File: src/rtl/gen_arbiter.sv
// gen_arbiter: shares the wrapper write port between the fibonacci and timer generators.
// Define ARB_STATS_EN to add the per-source accepted-word counters o_f_count/o_t_count.
module gen_arbiter #(
  parameter int unsigned DATA_W  = 16,
  parameter int unsigned QUANTUM = 4
) (
  input  logic              i_clock,
  input  logic              i_reset,
  input  logic              i_start,
  input  logic              i_stop,
  input  logic [1:0]        i_mode,
  input  logic              i_f_valid,
  input  logic [DATA_W-1:0] i_f_out,
  input  logic              i_t_valid,
  input  logic [DATA_W-1:0] i_t_out,
  input  logic              i_buffer_full,
  input  logic              i_buffer_empty,
  input  logic              i_data_2_valid,
  output logic              o_f_en,
  output logic              o_t_en,
  output logic              o_data_1_en,
  output logic [DATA_W-1:0] o_data_1,
  output logic [1:0]        o_gen_mod,
`ifdef ARB_STATS_EN
  output logic [15:0]       o_f_count,
  output logic [15:0]       o_t_count,
`endif
  output logic              o_busy
);

  typedef enum logic [2:0] {
    StIdle,
    StGrantF,
    StGrantT,
    StHoldF,
    StHoldT,
    StDrain
  } state_e;

  localparam logic [7:0] QLastCnt = 8'(QUANTUM - 1);

  state_e     r_state;
  state_e     w_state_d;
  logic [1:0] r_mode;
  logic [7:0] r_q_cnt;
  logic       r_f_en;
  logic       r_t_en;
  logic [1:0] r_gen_mod;

  logic w_fib_side;
  logic w_tim_side;
  logic w_start_ok;
  logic w_accept;
  logic w_switch;

  // A source stays granted while held, so its words still reach the wrapper once full clears.
  always_comb begin
    w_fib_side  = (r_state == StGrantF) || (r_state == StHoldF);
    w_tim_side  = (r_state == StGrantT) || (r_state == StHoldT);
    w_start_ok  = (r_state == StIdle) && i_start && (i_mode != 2'b11);
    w_accept    = !i_buffer_full && ((w_fib_side && i_f_valid) || (w_tim_side && i_t_valid));
    w_switch    = w_accept && (r_mode == 2'b10) && (r_q_cnt == QLastCnt);
    o_data_1    = '0;
    o_data_1_en = 1'b0;
    if (w_fib_side) begin
      o_data_1    = i_f_out;
      o_data_1_en = i_f_valid;
    end else if (w_tim_side) begin
      o_data_1    = i_t_out;
      o_data_1_en = i_t_valid;
    end
  end

  always_comb begin
    w_state_d = r_state;
    unique case (r_state)
      StIdle: begin
        if (w_start_ok) w_state_d = (i_mode == 2'b01) ? StGrantT : StGrantF;
      end
      StGrantF: begin
        if (i_stop)             w_state_d = StDrain;
        else if (i_buffer_full) w_state_d = StHoldF;
        else if (w_switch)      w_state_d = StGrantT;
      end
      StGrantT: begin
        if (i_stop)             w_state_d = StDrain;
        else if (i_buffer_full) w_state_d = StHoldT;
        else if (w_switch)      w_state_d = StGrantF;
      end
      StHoldF: begin
        if (i_stop)              w_state_d = StDrain;
        else if (!i_buffer_full) w_state_d = w_switch ? StGrantT : StGrantF;
      end
      StHoldT: begin
        if (i_stop)              w_state_d = StDrain;
        else if (!i_buffer_full) w_state_d = w_switch ? StGrantF : StGrantT;
      end
      StDrain: begin
        // A repeated stop restarts the drain wait rather than racing the exit.
        if (!i_stop && i_buffer_empty && !i_data_2_valid) w_state_d = StIdle;
      end
      default: w_state_d = StIdle;
    endcase
  end

  always_ff @(posedge i_clock) begin
    if (!i_reset) begin
      r_state   <= StIdle;
      r_mode    <= 2'b00;
      r_q_cnt   <= '0;
      r_f_en    <= 1'b0;
      r_t_en    <= 1'b0;
      r_gen_mod <= 2'b00;
    end else begin
      r_state <= w_state_d;
      r_f_en  <= (w_state_d == StGrantF);
      r_t_en  <= (w_state_d == StGrantT);
      if (w_start_ok) r_mode <= i_mode;
      if (w_start_ok || w_switch) begin
        r_q_cnt <= '0;
      end else if (w_accept && (r_mode == 2'b10)) begin
        r_q_cnt <= r_q_cnt + 8'd1;
      end
      case (w_state_d)
        StGrantF, StHoldF: r_gen_mod <= 2'b10;
        StGrantT, StHoldT: r_gen_mod <= 2'b01;
        StDrain:           r_gen_mod <= r_gen_mod;
        default:           r_gen_mod <= 2'b00;
      endcase
    end
  end

  assign o_f_en    = r_f_en;
  assign o_t_en    = r_t_en;
  assign o_gen_mod = r_gen_mod;
  assign o_busy    = (r_state != StIdle);

`ifdef ARB_STATS_EN
  logic [15:0] r_f_count;
  logic [15:0] r_t_count;
  logic        w_f_acc;
  logic        w_t_acc;

  assign w_f_acc = w_fib_side && i_f_valid && !i_buffer_full;
  assign w_t_acc = w_tim_side && i_t_valid && !i_buffer_full;

  always_ff @(posedge i_clock) begin
    if (!i_reset || w_start_ok) begin
      r_f_count <= '0;
      r_t_count <= '0;
    end else begin
      if (w_f_acc && (r_f_count != 16'hFFFF)) r_f_count <= r_f_count + 16'd1;
      if (w_t_acc && (r_t_count != 16'hFFFF)) r_t_count <= r_t_count + 16'd1;
    end
  end

  assign o_f_count = r_f_count;
  assign o_t_count = r_t_count;
`endif

endmodule
File: config.mk
export PLATFORM = sky130hd
export DESIGN_NAME = gen_arbiter
export DESIGN_NICKNAME = d
export VERILOG_FILES = /design/src/rtl/gen_arbiter.sv
export SDC_FILE = /design/constraint.sdc
export NUM_CORES = 1
export LEC_CHECK = 0
export BUFFER_PORTS_ARGS = -buffer_cell sky130_fd_sc_hd__buf_2
export CAP_MARGIN = 10
export CORE_MARGIN = 4
export CORE_UTILIZATION = 30
export CTS_BUF_LIST = sky130_fd_sc_hd__clkbuf_16
export CTS_CLUSTER_DIAMETER = 200
export CTS_CLUSTER_SIZE = 10
export DETAILED_ROUTE_END_ITERATION = 7
export GPL_TIMING_DRIVEN = 0
export PLACE_DENSITY = 0.64
export SYNTH_ARGS = -nofsm -noshare
export SYNTH_HDL_FRONTEND = slang
export SYNTH_SLANG_ARGS = --single-unit
File: constraint.sdc
create_clock -name i_clock -period 4.2 [get_ports i_clock]
set_input_delay 0.42 -clock i_clock [delete_from_list [all_inputs] [get_ports i_clock]]
set_output_delay 0.42 -clock i_clock [all_outputs]
set_load 0.005 [all_outputs]
==> results of run 1 <==
## registers in the layout, indices dropped and copies added, names as in the netlist
signal     count
r_state        3
r_mode         2
r_q_cnt        8
o_t_en         1
o_gen_mod      2
o_f_en         1
## kinds of logic (layout without fill, tap and decap cells)
logic type	after synthesis	in the layout	share of synthesized area (%)
buffers and inverters	11	78	4.12
xor gates and xnor gates	6	6	5.65
adders and majority gates	1	1	1.18
and+or+nand+nor	47	47	24.9
DFF	17	17	32.0
AOI/OAI and AO/OA	38	38	32.1
## area by class of cell
class | count | area share (%)
Clock buffer | 3 | 4.95
Buffer | 5 | 1.24
Multi-Input combinational cell | 92 | 44.8
Tap cell | 46 | 3.80
Inverter | 6 | 1.65
Clock inverter | 1 | 0.330
Sequential cell | 17 | 22.4
Timing Repair Buffer | 63 | 20.8
## synthesized netlist by cell type (all sizes together), types with 4 or more instances
library cell / n / area share [%]
nor2: 9 / 3.2
dfxtp: 17 / 32
clkbuf: 5 / 1.8
nand3: 7 / 3.3
nand2: 5 / 1.8
nor2b: 4 / 2.4
a22o: 16 / 13
inv: 6 / 2.4
a21oi: 5 / 2.4
## final timing paths
| check | start | end | slack (ns) | cells after the start |
|---|---|---|---|---|
| hold / removal | r_q_cnt[1]$_SDFFE_PP0P_ | r_q_cnt[1]$_SDFFE_PP0P_ | 0.48 | 2 |
| setup / recovery | r_state[0]$_SDFF_PN0_ | o_data_1[12] | 1.60 | 5 |
| hold reg to reg | r_q_cnt[1]$_SDFFE_PP0P_ | r_q_cnt[1]$_SDFFE_PP0P_ | 0.48 | 2 |
| setup reg to reg | r_mode[1]$_SDFFE_PN0P_ | o_gen_mod[0]$_SDFFE_PN0P_ | 2.11 | 5 |
## worst register-to-register path: cells and delay by family, from the launching register on
kind	cells	cell delay, ns
and+or+nand+nor	2	0.83
DFF	1	0.36
AOI/OAI and AO/OA	3	0.84
## routing by layer
layer / up-vias / track usage, % / wire length (um)
li1: 596 / - / -
met1: 537 / 17.7 / 1390
met2: 31 / 21.1 / 1490
met3: 4 / 2.00 / 211
met4: 0 / 4.56 / 27
met5: - / 0 / 0
## report_power, final
part           internal, mW  switching (mW)  leakage, nW
Combinational        0.0995           0.103        0.525
Clock                 0.127          0.0626       0.0409
Sequential            0.174          0.0117        0.138
## stage by stage
stage / instance area [um2] / std cells / power, mW / setup slack [ns] / utilization, %
final: 1520 / 233 / 0.578 / 1.60 / 44.7
after CTS: 1520 / 233 / 0.584 / 1.59 / 44.7
after floorplan: 1060 / 120 / 0.309 / 2.32 / -
after global placement: 1440 / 229 / 0.391 / 1.91 / 42.4
after global routing: 1520 / 233 / 0.612 / 1.45 / 44.7
after detailed placement: 1440 / 229 / 0.392 / 1.86 / 42.4
==> summary.md, run 1 <==
| Metric | Value |
|---|---|
| Clock buffer depth | `2` |
| Congestion Overflow GR | `0` |
| Synth unique cells | `41` |
| Status | `finished clean` |
| Die width | `67.5 um` |
| Hpwl dp | `2.53 mm` |
| Yosys Warn Count | `0` |
| Worst Skew | `0.00542 ns` |
| Total number of vias | `1,168` |
| DIE AREA | `4560 um2` |
| Crit path arrival time | `2.18 ns` |
| Cell Area, Synth | `1060 um2` |
| Max VDD drop | `0.243 mV` |
| Inserted Clock Buffers | `3` |
| Async SR Flop Fraction | `0%` |
| Leak Pwr | `0.704 nW` |
| Area grow syn2layout | `42.6%` |
| Port bufs | `63` |
| CP required | `3.78 ns` |
| Worst-path fanout max | `10` |
| # DRC | `0` |
| Highest cell delay on the worst timing path | `0.44 ns` |
| Post-CTS setup repair buffer count | `0` |
| Root cell of the clock tree | `clkbuf_16` |
| Tcrit/Tclk final | `61.9%` |
| Cell repeated most along the worst path | `clkbuf_1` |
| First-pass GRT wire length | `4.67 mm` |
| PD cells | `381 nW/um2` |
| Final Hold Viols | `0` |
| Fill count | `354` |
| I/O pins | `65` |
| Commonest non-fill, non-tap cell in the layout | `buf_2` |
| Hold buffer count at CTS | `0` |
| Min cycle time layout | `2.60 ns` |
| Syn Area/Cell | `8.86 um2` |
| Vias in the first global route | `1,067` |
| Clock Pin Slew Worst Setup and Hold Paths | `0.05 ns` |
| Largest net degree at the start of global routing | `11` |
| Seq/Total Area, Yosys | `32.0%` |
| Initial antenna violation count | `0` |
| Worst skew pair latency | `0.25 ns` |
| Total Routing Usage GR | `13.1%` |
| Die Height | `67.5 um` |
| Crit start category | `flip-flop` |
| Critical path endpoint category | `output port` |
| Worst path buffer plus inverter count | `3` |
| Core area | `3390 um2` |
| Final setup viols | `0` |
| Cell family contributing the most delay on the critical path | `buffers and inverters` |
| Number of synthesized register bits | `17` |
| Row count | `21` |
| Final WL | `3.12 mm` |
| Routed len/inst | `13.4 um` |
| Hold WS | `0.484 ns` |
| Ratio of cells with drive above 1 in the final layout | `40.6%` |
| Resize count post-CTS | `0` |
| Worst path slowest cell | `dfxtp_1` |
| Slew Limit Fails | `0` |
| Sequential Area | `340 um2` |
| Fin Setup TNS | `0 ns` |
| Fin nets | `232` |
| Slew HR | `62.9%` |
| Multi-input logic area | `679 um2` |
| First DRT Iteration DRCs | `32` |
| Iteration count of the initial detailed-routing pass | `4` |
| CTS tree | `done` |
| Least-Margin Pin Slew | `0.555 ns` |
| MaxCap Viol Count | `0` |
| Top FF cell, synth | `dfxtp_1` |
| Antenna Nets Post-Route | `0` |
| Kind of critical path | `reg2out` |
| Vias per cell | `5.01` |
| Unrepaired setup endpoints after global routing | `false` |
| CTS HTree Levels | `1` |
| Starting Density | `31.4%` |
| Diodes inserted | `0` |
| Most frequent cells in the layout | `buf_2 (63), dfxtp_1 (17), a22o_1 (16), nor2_1 (9), nand3_1 (7)` |
| Max Freq | `385 MHz` |
| Gpl congestion | `0.768` |
| Synthesized Nets | `164` |
| Post-synth EDFFs | `0` |
| TritonCTS Sinks | `17` |
| Crit-path cells | `nor2b_1 -> clkbuf_1 -> clkbuf_1 -> a22o_1 -> buf_2` |
| Synth Instances | `120` |
| Hold Crit Class | `reg2reg` |
No activity file was read; power rests on OpenSTA's default activity.
==> run 2: changes to the inputs <==
Settings changed: PLACE_DENSITY 0.64 to 0.67.
Clock period 4.2 ns to 2.3 ns, I/O delays scaled along.
==> run 2 against run 1 <==
Via count fell by 1.2%. Global-route usage down 0.48 points. Sequential cell count did not move. First-iteration DRC count increased by 78%. Sequential power grew 82%. Combinational power up 84%. Worst setup slack got worse by 1.4 ns. Critical path type unchanged. Largest cell class unchanged. Largest power group unchanged.
==> summary.md, run 2 (synthesis results as in run 1) <==
| Metric | Value |
|---|---|
| Status | `finished clean` |
| Clock buffer depth | `2` |
| Row count | `21` |
| Slew HR | `67.7%` |
| Fin nets | `232` |
| Core area | `3390 um2` |
| Post-CTS setup repair buffer count | `0` |
| Final WL | `3.00 mm` |
| Post-route setup slack | `0.158 ns` |
| # DRC | `0` |
| Final setup viols | `0` |
| R2R Path End | `o_gen_mod[0]$_SDFFE_PN0P_` |
| Worst Skew | `0.00219 ns` |
| CP startpoint | `r_state[2]$_SDFF_PN0_` |
| DIE AREA | `4560 um2` |
| Crit-path cells | `xor2_2 -> and2_1 -> clkbuf_1 -> clkbuf_2 -> a22o_1 -> buf_2` |
| PD cells | `690 nW/um2` |
| Fin area | `1520 um2` |
| CTS tree | `done` |
| Ratio of cells with drive above 1 in the final layout | `41.7%` |
| Top reg by flops | `r_q_cnt` |
| Worst skew pair latency | `0.25 ns` |
| Worst path slowest cell | `dfxtp_1` |
| Antenna Nets Post-Route | `0` |
| Root cell of the clock tree | `clkbuf_16` |
| Congestion Overflow GR | `0` |
| Diodes inserted | `0` |
| Least-Margin Pin Slew | `0.483 ns` |
| Placed insts | `229` |
| Start point of the worst min-delay path | `i_mode[1]` |
| Worst-path fanout max | `10` |
| Hold buffer count at CTS | `0` |
| Tcrit/Tclk final | `93.1%` |
| Leak Pwr | `0.715 nW` |
| Die width | `67.5 um` |
| Gpl congestion | `0.804` |
| MaxCap Viol Count | `0` |
| Finished Layout Cells | `233` |
| Dpl cell area | `1440 um2` |
| First-pass GRT wire length | `4.43 mm` |
| Vias per cell | `4.95` |
| Max FFs per register | `8` |
| Area grow syn2layout | `42.8%` |
| Worst Reg2Reg Path Length in Cells | `6` |
| Total Routing Usage GR | `12.7%` |
| Die Height | `67.5 um` |
| Port bufs | `63` |
| Fill count | `329` |
| Clock Pin Slew Worst Setup and Hold Paths | `0.05 ns` |
| RR Startpoint | `r_state[2]$_SDFF_PN0_` |
| Unrepaired setup endpoints after global routing | `false` |
| Hold Crit Class | `in2reg` |
| Hpwl dp | `2.43 mm` |
| Final Hold Viols | `0` |
| Iteration count of the initial detailed-routing pass | `4` |
| Crit start category | `flip-flop` |
| Largest net degree at the start of global routing | `11` |
| Fin Setup TNS | `0 ns` |
| Min cycle time layout | `2.14 ns` |
| WHS Path Cells | `2` |
| I/O pins | `65` |
| Highest cell delay on the worst timing path | `0.46 ns` |
| Resize count post-CTS | `1` |
| Critical path endpoint category | `output port` |
| CTS HTree Levels | `1` |
| Total number of vias | `1,154` |
| Max Freq | `467 MHz` |
| Inserted Clock Buffers | `3` |
| CP required | `2.07 ns` |
| Kind of critical path | `reg2out` |
| Place WS | `0.178 ns` |
| Max VDD drop | `0.364 mV` |
| First DRT Iteration DRCs | `57` |
| Most frequent cells in the layout | `buf_2 (63), dfxtp_1 (17), a22o_1 (16), nor2_1 (9), nand3_1 (7)` |
| Initial antenna violation count | `0` |
| CP endpoint | `o_data_1[12]` |
| Commonest non-fill, non-tap cell in the layout | `buf_2` |
| Starting Density | `31.4%` |
| Slew Limit Fails | `0` |
| Routed len/inst | `12.9 um` |
| TritonCTS Sinks | `17` |
| Reg2reg setup slack | `0.29 ns` |
| Vias in the first global route | `964` |
| Hold WS | `0.299 ns` |
| Biggest regs | `r_q_cnt: 8 flops, r_state: 3 flops` |
| Crit path arrival time | `1.91 ns` |
run 2: changes by cell type in the layout (fill, tap and decap cells not counted):
| cell | previous run | this run |
|---|---|---|
| clkbuf_1 | 5 | 2 |
| clkinv_2 | 1 | 0 |
| clkbuf_2 | 0 | 3 |
| inv_1 | 5 | 6 |
run 2: power breakdown:
| part | switching, mW | internal [mW] |
|---|---|---|
| combinational | 0.186 | 0.184 |
| clock | 0.110 | 0.231 |
| sequential | 0.0202 | 0.318 |
| total | 0.316 | 0.732 |
run 2: how the worst min path moves through the flow:
stage                                         end
final                      r_mode[1]$_SDFFE_PN0P_
after global routing       r_mode[1]$_SDFFE_PN0P_
after CTS                  r_mode[1]$_SDFFE_PN0P_
after detailed placement  r_q_cnt[1]$_SDFFE_PP0P_
after global placement    r_q_cnt[1]$_SDFFE_PP0P_
after floorplan            r_mode[0]$_SDFFE_PN0P_
run 2: cell type report:
class / count / area (um2) / area share [%]
multi-input cells: 92 / 679 / 44.7
flip-flops and latches: 17 / 340 / 22.4
repair buffers: 63 / 315 / 20.8
clock buffers: 3 / 75.1 / 4.94
well taps: 46 / 57.6 / 3.79
inverters: 6 / 25.0 / 1.65
plain buffers: 5 / 22.5 / 1.48
clock inverters: 1 / 3.75 / 0.247
run 2: layer usage:
layer | part of all wire, % | track usage (%)
met3 | 4.8 | 2.33
met4 | 1.4 | 4.56
met1 | 47 | 17.8
met5 | 0 | 0
met2 | 47 | 19.1
run 2: critical path: cells and delay by family, from the launching register on:
kind                   cells  cell delay, ns
XOR/XNOR                   1            0.26
AND/OR/NAND/NOR            1            0.16
flip-flops                 1            0.46
AO/OA/AOI/OAI              1            0.15
buffers and inverters      3            0.64
run 2: per-stage QoR:
stage / total power [mW] / utilization [%]
floorplan: 0.564 / -
global placement: 0.712 / 42.4
detailed placement: 0.713 / 42.4
CTS: 1.06 / 44.7
global route: 1.11 / 44.8
finish: 1.05 / 44.8
